[src/rtl/pre_full_adder1.sv]
// 4-bit carry-lookahead adder with registered sum, carry and group P/G.
// Define PREFULLADDER1_OVF_EN to add a registered signed-overflow output OVF.

module pre_full_adder1_pg (
  input  logic a,
  input  logic b,
  output logic p,
  output logic g
);
  assign p = a ^ b;
  assign g = a & b;
endmodule

module pre_full_adder1 (
  input  logic       clk,
  input  logic       rst_n,
  input  logic [3:0] A,
  input  logic [3:0] B,
  input  logic       CIN,
  output logic [3:0] F,
  output logic       COUT,
  output logic       GP,
  output logic       GG,
  output logic       OUT_VALID
`ifdef PREFULLADDER1_OVF_EN
  , output logic     OVF
`endif
);
  localparam int NUM_BITS = 4;

  logic [NUM_BITS-1:0] p, g, sum;
  logic [NUM_BITS:0]   c;
  logic                gp_c, gg_c;

  for (genvar i = 0; i < NUM_BITS; i++) begin : g_pg
    pre_full_adder1_pg u_pg (.a(A[i]), .b(B[i]), .p(p[i]), .g(g[i]));
  end

  // Two-level carry terms; no carry depends on a lower computed carry.
  always_comb begin
    c[0] = CIN;
    c[1] = g[0] | (p[0] & c[0]);
    c[2] = g[1] | (p[1] & g[0]) | (p[1] & p[0] & c[0]);
    c[3] = g[2] | (p[2] & g[1]) | (p[2] & p[1] & g[0]) | (p[2] & p[1] & p[0] & c[0]);
    c[4] = g[3] | (p[3] & g[2]) | (p[3] & p[2] & g[1]) | (p[3] & p[2] & p[1] & g[0])
         | (p[3] & p[2] & p[1] & p[0] & c[0]);
    sum  = p ^ c[NUM_BITS-1:0];
    gp_c = &p;
    gg_c = g[3] | (p[3] & g[2]) | (p[3] & p[2] & g[1]) | (p[3] & p[2] & p[1] & g[0]);
  end

  always_ff @(posedge clk or negedge rst_n) begin
    if (!rst_n) begin
      F         <= '0;
      COUT      <= 1'b0;
      GP        <= 1'b0;
      GG        <= 1'b0;
      OUT_VALID <= 1'b0;
    end else begin
      F         <= sum;
      COUT      <= c[4];
      GP        <= gp_c;
      GG        <= gg_c;
      OUT_VALID <= 1'b1;
    end
  end

`ifdef PREFULLADDER1_OVF_EN
  always_ff @(posedge clk or negedge rst_n) begin
    if (!rst_n) OVF <= 1'b0;
    else        OVF <= c[4] ^ c[3];
  end
`endif

endmodule

[config.mk]
export PLATFORM = sky130hd
export DESIGN_NAME = pre_full_adder1
export DESIGN_NICKNAME = d
export VERILOG_FILES = /design/src/rtl/pre_full_adder1.sv
export SDC_FILE = /design/constraint.sdc
export NUM_CORES = 1
export LEC_CHECK = 0
export ABC_CLOCK_PERIOD_IN_PS = 800
export CORE_AREA = 8 8 45 47
export CTS_CLUSTER_SIZE = 40
export DETAILED_ROUTE_END_ITERATION = 7
export DIE_AREA = 0 0 53 55
export PLACE_DENSITY_LB_ADDON = 0.08
export SYNTH_ARGS = -nofsm -noshare
export SYNTH_HDL_FRONTEND = slang
export SYNTH_HIERARCHICAL = 1
export SYNTH_SLANG_ARGS = --single-unit
export TNS_END_PERCENT = 10
[constraint.sdc]
create_clock -name clk -period 0.8 [get_ports clk]
set_input_delay 0.08 -clock clk [delete_from_list [all_inputs] [get_ports clk]]
set_output_delay 0.08 -clock clk [all_outputs]
set_load 0.02 [all_outputs]
Word-level counts from Yosys, hierarchy flattened. Cells that the tools add are included.

Input bits: 11. Output and inout bits: 8. Register bits after elaboration: 8. Logic and storage cells: 41.

Reduce and logical (&&, ||, !) cells: 1. Bitwise gates (word level): 35.

Operator list (count): bitwise AND 1 bit (20); OR 1 bit (10); AND reduction 4 bit (1); XOR 1 bit (4); XOR 4 bit (1).

Logic depth before layout (Yosys ltp). Gate-level depths: netlist of the first run.

Depth in word-level cells: 6. Depth in mapped cells: 4. Mapped depth without buffers: 4.

Hierarchy. The synthesis of the first run kept the hierarchy.

Modules (own cells, without submodules): pre_full_adder1 (cells an instance 24, seq. area each 200.2 um^2, area each 317.8 um^2, times used 1); pre_full_adder1_pg (cells an instance 1, seq. area each 0.0 um^2, area each 12.5 um^2, times used 4).

Worst setup path before layout of the first run. Ideal clock, no wire load.

Path kind: input to register. Start point: input A[2]. End point: register COUT. Setup slack: -165 ps. Stages: 4. Data arrival time: 847 ps. Required time: 682 ps. Library setup time: 118 ps. Cell sequence: ha_1 -> a21oi_2 -> nand3_2 -> a21o_1.

Word-level cells in the longest chain between the ends: 6. Elaborated cells between the ends (all ways): 13.

Ends and longest elaborated chain: start: declaration (line 17) `input logic [3:0] A,`; bitwise AND 1 bit or XOR 1 bit (tied branches) (line 11, 10); bitwise AND 1 bit, on equally long branches (line 45, 46); OR 1 bit, or another cell as far along (2 in a row) (line 45) `c[4] = g[3] | (p[3] & g[2]) | (p[3] & p[2] & g[1]) | (p[3] & p[2] & p[1] & g[0])`; OR 1 bit or bitwise AND 1 bit (tied branches) (line 45, 46); OR 1 bit (*) (line 46) `| (p[3] & p[2] & p[1] & p[0] & c[0]);`; net c[4] (line 32) `logic [NUM_BITS:0] c;`; end signal: assignment (line 61) `COUT <= c[4];`; end: declaration (line 21) `output logic COUT,`.

Mark *: on every way through the listed nets, which the timed path passes. The rest lies on a longest branch.

Final worst setup path of the first run.
Start point: register GP. End point: output GP.

RTL lines: start: declaration (line 22) `output logic GP,`; start signal: assignment (line 62) `GP <= gp_c;`.

No word-level cell between the ends.

==> results by group, run 1 <==
Status
  – Status: complete, but fails checks
  – Violated checks: setup timing

Floorplan
  – Die Span Y: 55 microns
  – Core Footprint: 0.00138 sq mm
  – Die ar.: 0.00292 sq mm
  – Starting Density: 0.266
  – Floorplan row count: 14
  – Die Wd: 53 microns
  – Ports: 19

Worst setup path
  – CP Launch Type: register
  – Worst stage delay on the critical path: 370 ps
  – CP Class: reg -> out
  – Family with the most delay on the worst path: flip-flops
  – Worst EP arrival: 750 ps
  – CP Buf/Inv Count: 1
  – Worst EP required: 720 ps
  – Critical path's slowest cell: dfrtp_1
  – CP Launch Point: GP
  – CP max FO: 1
  – Cells along the critical path: buf_6
  – Setup crit end kind: output port

STA
  – Post-route clock period utilization: 1.03
  – Final worst slack: -26.9 ps
  – Min cycle time layout: 827 ps
  – RSZ-0062 raised after global routing: yes
  – Final setup violation count: 11
  – Slew Limit Fails: 0
  – Max frequency: 1210 MHz
  – Setup TNS: -198 ps
  – Hold Violations, Final: 0
  – Hold WS: 93.3 ps

GRT
  – Global-route wire length before repair: 1300 microns
  – Overall Global Routing Usage: 0.0649
  – GRT overflow: 0
  – Initial antenna violation count: 0
  – Vias in the first global route: 332
  – Largest net degree at the start of global routing: 9

Logic synthesis
  – Synth Net Count: 44
  – Syn Inst Count: 28
  – Yosys top cell area share: 0.544
  – Synth top area cells: dfrtp_1 (54%), ha_1 (17%), a21o_1 (6.1%)
  – YS warnings: 6
  – Synth Register Bits: 8
  – Post-synth top area cell: dfrtp_1
  – Sequential share of the synthesized area: 0.544
  – Syn Std Cell Area: 368 sq um
  – Syn_area_per_cell: 13.1 sq um
  – Unique masters post-synth: 14

CTS
  – Worst-path clk slew: 50 ps
  – Num CTS Buffers: 3
  – CTS root buffer: clkbuf_4
  – Clock Path Buffers: 2
  – CTS tree: done
  – Clk sinks: 8
  – Hold-fix buffers, CTS: 0
  – CTS H-tree depth: 1

Cells and area
  – Layout Cells excl Fill: 68
  – Share of cells above drive strength 1: 0.481
  – Layout area overhead: 85.0%
  – Number of diodes: 0
  – Fillers: 131
  – Fin nets: 70

Placement
  – Port buffer count: 18
  – Routability cong.: 0.661
  – Pre-CTS setup slack: -598 ps
  – Final HPWL DP: 699 microns
  – Dpl cells: 65

Worst hold path
  – Worst min path class: in -> async

Routing
  – DRT Pass-1 Iters: 1
  – Wirelength, routed: 811 microns
  – Avg WL per Cell: 11.9 microns
  – Initial drt markers: 0
  – Vias per cell: 4.49
  – ANT nets after route: 0
  – Drt drc: 0
  – Vias: 305

Flow run
  – Maxcap violations: 0

Power and ir drop
  – Net switching power: 0.341 mW
  – Sequential power share: 0.399
  – Net Sw Frac: 0.280
  – Int Power: 0.877 mW
  – P_leak: 0.320 nW
  – Clock Power Share: 0.237
  – Combinational Power Share: 0.363
  – Peak VDD IR: 581 uV
  – Cell Pwr Density: 1790 mW/mm^2
==> per-layer routing <==
metal	routed length (microns)	share of wire	vias up	GRT usage
met4	31	0.038	0	0.0776
met2	394	0.49	17	0.111
met1	274	0.34	139	0.0481
li1	-	-	146	-
met5	0	0	-	0
met3	110	0.14	3	0.0321
==> what timing repair did <==
| item | 4_1_cts | 5_1_grt |
|---|---|---|
| pin swaps | 9 | 3 |
| setup endpoints to repair | 15 | 12 |
| endpoints found under the hold margin | 0 | 0 |
| gates resized for setup | 66 | 2 |
| setup buffers | 0 | 0 |
==> power by group through the flow <==
stage | logic [mW] | clock network (mW) | registers [mW]
floorplan | 0.128 | 0 | 0.558
global placement | 0.421 | 0 | 0.479
detailed placement | 0.425 | 0 | 0.481
CTS | 0.434 | 0.312 | 0.484
global route | 0.476 | 0.340 | 0.490
finish | 0.443 | 0.289 | 0.486
==> area by class of cell <==
| cell class | count | area [sq um] | area share |
|---|---|---|---|
| Clock buffer | 3 | 22.5 | 0.0331 |
| Timing Repair Buffer | 21 | 204 | 0.300 |
| Sequential cell | 8 | 200 | 0.294 |
| Multi-Input combinational cell | 20 | 234 | 0.344 |
| Tap cell | 16 | 20.0 | 0.0294 |
==> worst paths after layout <==
| kind | slack [ps] | cells after the start | to |
|---|---|---|---|
| min in group clk | 240 | 3 | F[0] |
| max in group asynchronous | 470 | 1 | OUT_VALID |
| setup / recovery | -30 | 1 | GP |
| hold / removal | 90 | 1 | GP |
==> through the flow <==
stage	utilization	area, sq um	power (mW)
6_report	0.492	681	1.22
3_3_place_gp	0.457	632	0.900
5_1_grt	0.492	681	1.31
3_5_place_dp	0.457	632	0.907
2_1_floorplan	-	409	0.686
4_1_cts	0.487	674	1.23
==> logic make-up after synthesis <==
logic type                 Yosys count  share of synthesized area
DFF                                  8                      0.544
xor gates and xnor gates             3                     0.0714
other                                1                     0.0102
adders and majority gates            5                      0.170
AOI/OAI and AO/OA                    5                     0.0986
and+or+nand+nor                      6                      0.105
==> cells in the mapped netlist <==
cell type,count
a21o_1,3
and4_2,1
nand2_1,1
nor2_1,1
nand3_1,1
a21oi_2,1
xnor2_1,2
xor2_1,1
nand4_1,1
dfrtp_1,8
conb_1,1
a21oi_1,1
ha_1,5
nand3_2,1
==> cells in the final DEF, fill, tap and decap left out, drive strengths merged, types with 2 or more instances in the layout <==
master	n
buf	12
nand3	2
xnor2	2
dfrtp	8
a21oi	2
dlygate4sd2	4
a21o	3
clkdlybuf4s15	4
ha	5
clkbuf	3
==> sequential cells by signal (all words and copies together) (netlist names) <==
| signal | count |
|---|---|
| GG | 1 |
| F | 4 |
| OUT_VALID | 1 |
| COUT | 1 |
| GP | 1 |
No activity file was read; power rests on OpenSTA's default activity.
==> inputs of run 2 (changes only) <==
Settings changed: CTS_CLUSTER_DIAMETER set to 120, SKIP_LAST_GASP set to 1.
==> run 2 against run 1 <==
Effect of this change: the run still ends with setup timing left; critical path depth grew 4; first-iteration DRC count unchanged; wire length increased by 1.5%; setup slack worse by 16 ps; combinational power about the same; largest cell class unchanged; clock-buffer cell count unchanged; global-route usage did not move; final cell count unchanged; core utilization rose by 0.090 points; non-clock buffer count stayed put; power barely moved.
==> results by group, run 2 (same netlist as run 1, synthesis figures left out) <==
STA
  – Post-route clock period utilization: 1.05
  – Max frequency: 1190 MHz
  – Hold WS: 93.3 ps
  – Final worst slack: -42.7 ps
  – Hold Violations, Final: 0
  – Slew Limit Fails: 0
  – Min cycle time layout: 843 ps
  – RSZ-0062 raised after global routing: yes
  – Final setup violation count: 11

Worst setup path
  – CP Class: in -> reg
  – CP Launch Type: input pin
  – Worst EP required: 940 ps
  – Setup crit end kind: register
  – Worst EP arrival: 980 ps
  – CP max FO: 4

Placement
  – Routability cong.: 0.661
  – Dpl cells: 65
  – Placed instance area: 632 sq um
  – Port buffer count: 18
  – Final HPWL DP: 699 microns
  – Pre-CTS setup slack: -598 ps

Floorplan
  – Ports: 19
  – Die Span Y: 55 microns
  – Floorplan row count: 14
  – Core Footprint: 0.00138 sq mm
  – Die ar.: 0.00292 sq mm
  – Starting Density: 0.266
  – Die Wd: 53 microns

Routing
  – ANT nets after route: 0
  – DRT Pass-1 Iters: 1
  – Initial drt markers: 0
  – Drt drc: 0
  – Vias: 303
  – Avg WL per Cell: 12.1 microns
  – Wirelength, routed: 823 microns
  – Vias per cell: 4.46

Worst hold path
  – Worst min path class: in -> async

Status
  – Status: complete, but fails checks
  – Violated checks: setup timing

CTS
  – Clock Path Buffers: 2
  – CTS H-tree depth: 1
  – Num CTS Buffers: 3
  – Clk sinks: 8
  – CTS root buffer: clkbuf_4
  – CTS tree: done
  – Worst-path clk slew: 50 ps

Power and ir drop
  – Cell Pwr Density: 1780 mW/mm^2
  – P_leak: 0.329 nW
  – Overall power: 1.22 mW
  – Peak VDD IR: 581 uV

GRT
  – Initial antenna violation count: 0
  – GRT overflow: 0
  – Largest net degree at the start of global routing: 9
  – Vias in the first global route: 332
  – Global-route wire length before repair: 1300 microns
  – Overall Global Routing Usage: 0.0649

Cells and area
  – Layout Cells excl Fill: 68
  – Share of cells above drive strength 1: 0.462
  – Fin nets: 70
  – Max reg flops: 4
  – Most frequent cells in the layout: dfrtp_1 (8), buf_6 (8), ha_4 (4), dlygate4sd2_1 (4)
  – Post-Layout Inst Area: 682 sq um
  – Layout area overhead: 85.4%
  – Fillers: 131
  – Largest reg by FF count: F
  – Number of diodes: 0

Flow run
  – Maxcap violations: 0
==> run 2: metal layers <==
metal | wire length, microns | up-vias | part of all wire | global-route usage
li1 | - | 146 | - | -
met1 | 283 | 137 | 0.34 | 0.0481
met2 | 397 | 17 | 0.48 | 0.111
met3 | 110 | 3 | 0.13 | 0.0321
met4 | 31 | 0 | 0.038 | 0.0776
met5 | 0 | - | 0 | 0
==> run 2: worst max-delay path, stage by stage <==
cell	delay [ps]
dlygate4sd2_1	260
ha_4	260
nand4_1	90
nand3_2	100
a21o_1	190
==> run 2: path summary, 6_finish.rpt <==
kind	startpoint	end	slack, ps	cells past startpoint
worst max-delay path	A[1]	COUT	-40	5
worst min-delay path	rst_n	GP	90	1
min in group clk	CIN	F[0]	160	2
max in group asynchronous	rst_n	OUT_VALID	470	1
==> run 2: repair_timing <==
action / 4_1_cts / 5_1_grt
pin swaps: 8 / 3
setup buffers: 0 / 0
setup endpoints to repair: 15 / 13
resized for setup: 60 / 5
hold buffers: 0 / 0
gates cloned: 0 / 0
==> run 2: layout make-up <==
type | instances | area, sq um | share of cell area
Clock buffer | 3 | 22.5 | 0.0330
Sequential cell | 8 | 200 | 0.294
Multi-Input combinational cell | 20 | 234 | 0.343
Tap cell | 16 | 20.0 | 0.0294
Timing Repair Buffer | 21 | 205 | 0.301
==> run 2: report_power, final <==
| group | switching (mW) | internal (mW) | total, mW |
|---|---|---|---|
| sequential | 0.0240 | 0.462 | 0.486 |
| combinational | 0.199 | 0.243 | 0.442 |
| clock | 0.119 | 0.170 | 0.289 |
==> run 2: through the flow <==
stage,setup TNS [ps],utilization
floorplan,-103,-
global placement,-5010,0.457
detailed placement,-5100,0.457
CTS,-386,0.489
global route,-658,0.493
finish,-251,0.493
